<file path="config.mk">
export PLATFORM = sky130hd
export DESIGN_NAME = main_osc_stab_timer_flat
export DESIGN_NICKNAME = d
export VERILOG_FILES = /design/src/rtl/main_osc_stab_timer_if.sv /design/src/rtl/main_osc_stab_timer.sv /design/src/flat_wrapper.sv
export SDC_FILE = /design/constraint.sdc
export NUM_CORES = 1
export LEC_CHECK = 0
export CAP_MARGIN = 30
export CORE_UTILIZATION = 50
export CTS_CLUSTER_SIZE = 25
export DETAILED_ROUTE_END_ITERATION = 8
export PLACE_DENSITY = 0.79
export SYNTH_ARGS = -nofsm -noshare
export SYNTH_HDL_FRONTEND = slang
export SYNTH_SLANG_ARGS = --single-unit
</file>
<file path="constraint.sdc">
create_clock -name BASECK -period 2.5 [get_ports BASECK]
set_clock_uncertainty 0.2 [all_clocks]
set_input_delay 0.375 -clock BASECK [delete_from_list [all_inputs] [get_ports BASECK]]
set_output_delay 0.375 -clock BASECK [all_outputs]
set_load 0.1 [all_outputs]
</file>
<file path="src/rtl/main_osc_stab_timer_if.sv">
// ============================================================================
// Module  : main_osc_stab_timer_if
// Brief   : Control and status bundle between CSC and the main-oscillator
//           stabilization timer.
// Revision: 1.0 - initial release
// ============================================================================
`default_nettype none

interface main_osc_stab_timer_if #(
  parameter int CNT_W = 18
) ();
  logic             OSCSEL;
  logic             MSTOP;
  logic             OSCOUTM;
  logic [2:0]       OSTS;
  logic [7:0]       OSTC;
  logic             MSTAB;
  logic [CNT_W-1:0] CNT;

  modport master (
    output OSCSEL, MSTOP, OSCOUTM, OSTS,
    input  OSTC, MSTAB, CNT
  );

  modport slave (
    input  OSCSEL, MSTOP, OSCOUTM, OSTS,
    output OSTC, MSTAB, CNT
  );
endinterface

`default_nettype wire

</file>
<file path="src/rtl/main_osc_stab_timer.sv">
// ============================================================================
// Module  : main_osc_stab_timer
// Brief   : Counts synchronized OSCOUTM rising edges after oscillator enable
//           and publishes thermometer status OSTC plus stable flag MSTAB.
//           Optional macro MAIN_OSC_STAB_FASTSIM_EN divides all compare
//           values by 64 for fast bring-up simulation.
// Revision: 1.0 - initial release
// ============================================================================
`default_nettype none

module main_osc_stab_timer #(
  parameter int CNT_W       = 18,
  parameter int SYNC_STAGES = 2
) (
  input wire                    BASECK,
  input wire                    RESET,
  main_osc_stab_timer_if.slave  bus
);

`ifdef MAIN_OSC_STAB_FASTSIM_EN
  localparam int c_SHIFT = 6;
`else
  localparam int c_SHIFT = 0;
`endif

  typedef enum logic [1:0] {
    S_IDLE   = 2'd0,
    S_COUNT  = 2'd1,
    S_STABLE = 2'd2
  } state_t;

  // Compare value for OSTS index idx, capped at the saturated count so the
  // largest thresholds remain reachable when CNT_W is too narrow for them.
  function automatic logic [31:0] f_limit(input int idx);
    int          e;
    logic [31:0] v;
    logic [31:0] m;
    case (idx)
      0:       e = 8;
      1:       e = 9;
      2:       e = 10;
      3:       e = 11;
      4:       e = 13;
      5:       e = 15;
      6:       e = 17;
      default: e = 18;
    endcase
    v = 32'd1 << (e - c_SHIFT);
    m = (32'd1 << CNT_W) - 32'd1;
    return (v > m) ? m : v;
  endfunction

  state_t               r_state;
  state_t               w_state_nxt;
  logic [SYNC_STAGES-1:0] r_sync;
  logic                 r_hist;
  logic [CNT_W-1:0]     r_cnt;
  logic [CNT_W-1:0]     w_cnt_nxt;
  logic [7:0]           r_ostc;
  logic [7:0]           w_ostc_nxt;
  logic                 r_mstab;
  logic                 w_mstab_nxt;
  logic                 w_run;
  logic                 w_edge;
  logic                 w_cnt_sat;
  logic [31:0]          w_cnt_ext;
  logic [7:0]           w_ge;
  logic [7:0]           w_therm;

  assign w_run     = bus.OSCSEL & ~bus.MSTOP;
  assign w_edge    = r_sync[SYNC_STAGES-1] & ~r_hist;
  assign w_cnt_sat = &r_cnt;
  assign w_cnt_ext = 32'(r_cnt);

  // w_ge is indexed by OSTS; OSTC carries the same compares MSB first.
  generate
    for (genvar gi = 0; gi < 8; gi++) begin : g_cmp
      assign w_ge[gi]      = (w_cnt_ext >= f_limit(gi));
      assign w_therm[7-gi] = w_ge[gi];
    end
  endgenerate

  always_ff @(posedge BASECK) begin
    if (RESET) begin
      r_sync <= '0;
      r_hist <= 1'b0;
    end else begin
      r_sync <= {r_sync[SYNC_STAGES-2:0], bus.OSCOUTM};
      r_hist <= r_sync[SYNC_STAGES-1];
    end
  end

  always_ff @(posedge BASECK) begin
    if (RESET) begin
      r_state <= S_IDLE;
      r_cnt   <= '0;
      r_ostc  <= 8'h00;
      r_mstab <= 1'b0;
    end else begin
      r_state <= w_state_nxt;
      r_cnt   <= w_cnt_nxt;
      r_ostc  <= w_ostc_nxt;
      r_mstab <= w_mstab_nxt;
    end
  end

  always_comb begin
    w_state_nxt = r_state;
    w_cnt_nxt   = r_cnt;
    w_ostc_nxt  = r_ostc;
    w_mstab_nxt = 1'b0;
    case (r_state)
      S_IDLE: begin
        w_cnt_nxt  = '0;
        w_ostc_nxt = 8'h00;
        w_state_nxt = S_COUNT;
      end
      S_COUNT, S_STABLE: begin
        if (w_edge && !w_cnt_sat) begin
          w_cnt_nxt = r_cnt + CNT_W'(1);
        end
        w_ostc_nxt  = r_ostc | w_therm;
        // Live OSTS: raising it above CNT drops back to COUNT without a clear.
        w_state_nxt = w_ge[bus.OSTS] ? S_STABLE : S_COUNT;
      end
      default: begin
        w_state_nxt = S_IDLE;
      end
    endcase
    if (!w_run) begin
      w_state_nxt = S_IDLE;
      w_cnt_nxt   = '0;
      w_ostc_nxt  = 8'h00;
    end
    w_mstab_nxt = (w_state_nxt == S_STABLE);
  end

  assign bus.CNT   = r_cnt;
  assign bus.OSTC  = r_ostc;
  assign bus.MSTAB = r_mstab;

endmodule

`default_nettype wire
</file>
<file path="src/flat_wrapper.sv">
// flat-port wrapper written by rule: the top's interface ports become plain ports
module main_osc_stab_timer_flat 
#(
  parameter int CNT_W       = 18,
  parameter int SYNC_STAGES = 2
)
  (BASECK, RESET, bus_OSCSEL, bus_MSTOP, bus_OSCOUTM, bus_OSTS, bus_OSTC, bus_MSTAB, bus_CNT);
  main_osc_stab_timer_if #(.CNT_W(CNT_W)) bus_i ();
  input wire BASECK;
  input wire RESET;
  input wire logic [$bits(bus_i.OSCSEL)-1:0] bus_OSCSEL;
  input wire logic [$bits(bus_i.MSTOP)-1:0] bus_MSTOP;
  input wire logic [$bits(bus_i.OSCOUTM)-1:0] bus_OSCOUTM;
  input wire logic [$bits(bus_i.OSTS)-1:0] bus_OSTS;
  output wire logic [$bits(bus_i.OSTC)-1:0] bus_OSTC;
  output wire logic [$bits(bus_i.MSTAB)-1:0] bus_MSTAB;
  output wire logic [$bits(bus_i.CNT)-1:0] bus_CNT;
  assign bus_i.OSCSEL = bus_OSCSEL;
  assign bus_i.MSTOP = bus_MSTOP;
  assign bus_i.OSCOUTM = bus_OSCOUTM;
  assign bus_i.OSTS = bus_OSTS;
  assign bus_OSTC = bus_i.OSTC;
  assign bus_MSTAB = bus_i.MSTAB;
  assign bus_CNT = bus_i.CNT;
  main_osc_stab_timer #(.CNT_W(CNT_W), .SYNC_STAGES(SYNC_STAGES)) u_core (.BASECK(BASECK), .RESET(RESET), .bus(bus_i));
endmodule
</file>
==> results.yml <==
outcome:
  status: "finished clean"
synthesis:
  synth_xor_area_share_pct: 3.738
  avgSynthCellArea_um2: 8.499
  synth_compound_area_share_pct: 17.39
  synthCells: 193
  synthAdderAreaFrac_pct: 3.051
  ys_seq_elements: 32
  yosys.area_share.simple_pct: 31.58
  ys_seq_area_share_pct: 39.05
  synth_top_family_by_area: "simple AND/OR/NAND/NOR gates"
  synth_mux_area_share_pct: 0.6102
  postSynth.asyncResetShare_pct: 0
  synth_fp_nets: 205
  synth_area_mm2: 0.001640
  yosysWarnings: 0
  synth_edf_count: 0
  ys.flop_type: "dfxtp_1"
  synth_cell_type_count: 45
clock_tree:
  holdBufCountCts: 0
  cts_tree: "done"
  cts.repair.resized: 0
  clock_latency_ns: 0.33
  clockRootBuffer: "clkbuf_4"
  clkTransAtPathRegs_ns: 0.10
  clock-sinks: 32
  cts_buffer_depth: 2
  cts_setup_buffers: 0
  numCtsBuffers: 5
  htree_levels: 2
floorplanning:
  rows: 20
  die_area_mm2: 0.003514
  dieHeight_um: 59.28
  die_x_um: 59.28
  initial_core_util_pct: 53.29
  ios: 35
  core-area_mm2: 0.003078
sta:
  fin_tns_setup_ns: 0
  hold_viol: 0
  max_freq_mhz: 464.2
  worst_slew_pin_slew_ns: 0.5225
  slew_headroom_pct: 64.26
  finalCritPeriodShare_pct: 86.16
  rsz0062_at_grt: "no"
  drv_slew: 0
  period_needed_ns: 2.154
  holdWs_ns: 0.2647
  setup_viol: 0
route:
  drtIter0Drc: 66
  wirelength_um: 3766
  vias: 1562
  wl_per_cell_um: 13.64
  via_per_inst: 5.659
  drcViolationCount: 0
  ant_nets: 0
  firstDrtPassIters: 6
final_layout:
  antenna_cells: 0
  drive_above_1_share_pct: 23.71
  nets: 244
  layoutNonFillerInstCount: 276
  final_area_mm2: 0.002024
  mostFrequentLayoutCells: "buf_4, nor2_1, dfxtp_1"
  syn_to_final_growth_pct: 23.42
  layout_commonest_cell: "buf_4"
hold_path:
  holdCritPathClass: "flip-flop to flip-flop"
grt:
  grt_max_degree: 11
  grt_pass1_wl_um: 6375
  grt_overflow: 0
  grt_pass1_vias: 1437
  grt_util_all_layers_pct: 24.23
  antenna_found_initial: 0
place:
  finalWeightedCongestion: 0.8480
  dp_hpwl_um: 2802
  dp.cells: 269
  port_buffers: 34
  placed_area_mm2: 0.001978
power:
  peakVddDrop_mv: 0.2882
  power_density_mw_per_mm2: 414.8
  finalPower_w: 0.0008398
  leakagePower_nw: 0.7549
critical_path:
  required_ns: 2.57
  path_class: "flip-flop to flip-flop"
  startpoint_type: "flip-flop"
  cp_max_fo: 8
  crit_arrival_ns: 2.22
  endpoint_kind: "flip-flop"
flow_run:
  drv_cap: 0
==> power by group <==
| group | internal [W] | switching (W) |
|---|---|---|
| Clock | 0.000103 | 0.000174 |
| Sequential | 0.000512 | 0.00000105 |
| Combinational | 0.0000237 | 0.0000258 |
==> cell usage after synthesis, drive strengths merged, types with 4 or more instances <==
cell type  number  area [um2]
a21oi          15       78.83
buf             4       26.27
clkbuf          4       15.01
dfxtp          32       640.6
ha              4       50.05
inv             9       33.78
nand2           9       33.78
nand3           9       45.04
nand4           4       40.04
nor2           31       123.9
nor2b           6       37.54
nor3            9       60.06
o21ai           9       45.04
xnor2           5       43.79
==> logic make-up after synthesis <==
group	after synthesis
AO/OA/AOI/OAI	41
AND/OR/NAND/NOR	91
adder cells (fa/ha/maj)	4
flip-flops	32
buffers and inverters	17
multiplexers	1
XOR/XNOR	7
==> state kept, by name, indices dropped and copies added, names as in the netlist <==
name              cells
u_core.bus.CNT       18
u_core.bus.OSTC       8
u_core.r_state        2
u_core.r_sync         2
u_core.bus.MSTAB      1
u_core.r_hist         1
==> worst max-delay path: stages, from the launching register on <==
cell	delay [ns]
dfxtp_2	0.40
ha_1	0.26
nand4_1	0.25
nor2_4	0.31
a21oi_2	0.18
or3_1	0.34
a21oi_1	0.14
==> per-layer routing <==
metal | GRT usage (%) | wire, um | vias to the layer above
met5 | 0 | 0 | -
met4 | 10.88 | 87 | 0
met3 | 6.332 | 208 | 13
met2 | 38.20 | 1771 | 59
met1 | 30.94 | 1698 | 724
li1 | - | - | 766
==> metrics by stage <==
step	utilization, %	setup WS (ns)
final	65.77	0.3459
after floorplan	-	-0.01532
after detailed placement	64.27	0.3279
after global placement	64.27	0.3730
after CTS	65.77	0.3687
after global routing	65.77	0.1229
==> worst paths after layout <==
kind / from / end / slack [ns] / cells after the start
min: u_core.r_sync[0] / u_core.r_sync[1] / 0.26 / 1
max: u_core.bus.CNT[0] / u_core.bus.CNT[1] / 0.35 / 6
min reg2reg: u_core.r_sync[0] / u_core.r_sync[1] / 0.26 / 1
max reg2reg: u_core.bus.CNT[0] / u_core.bus.CNT[1] / 0.35 / 6
==> cell type report <==
type	instances	area, um2
fill	286	1054
multi-input combinational	144	924.6
sequential	32	646.9
timing repair buffer	40	317.8
tap	44	55.05
clock buffer	6	41.29
inverter	9	33.78
clock inverter	1	5.005
(Power assumes the default switching activity.)
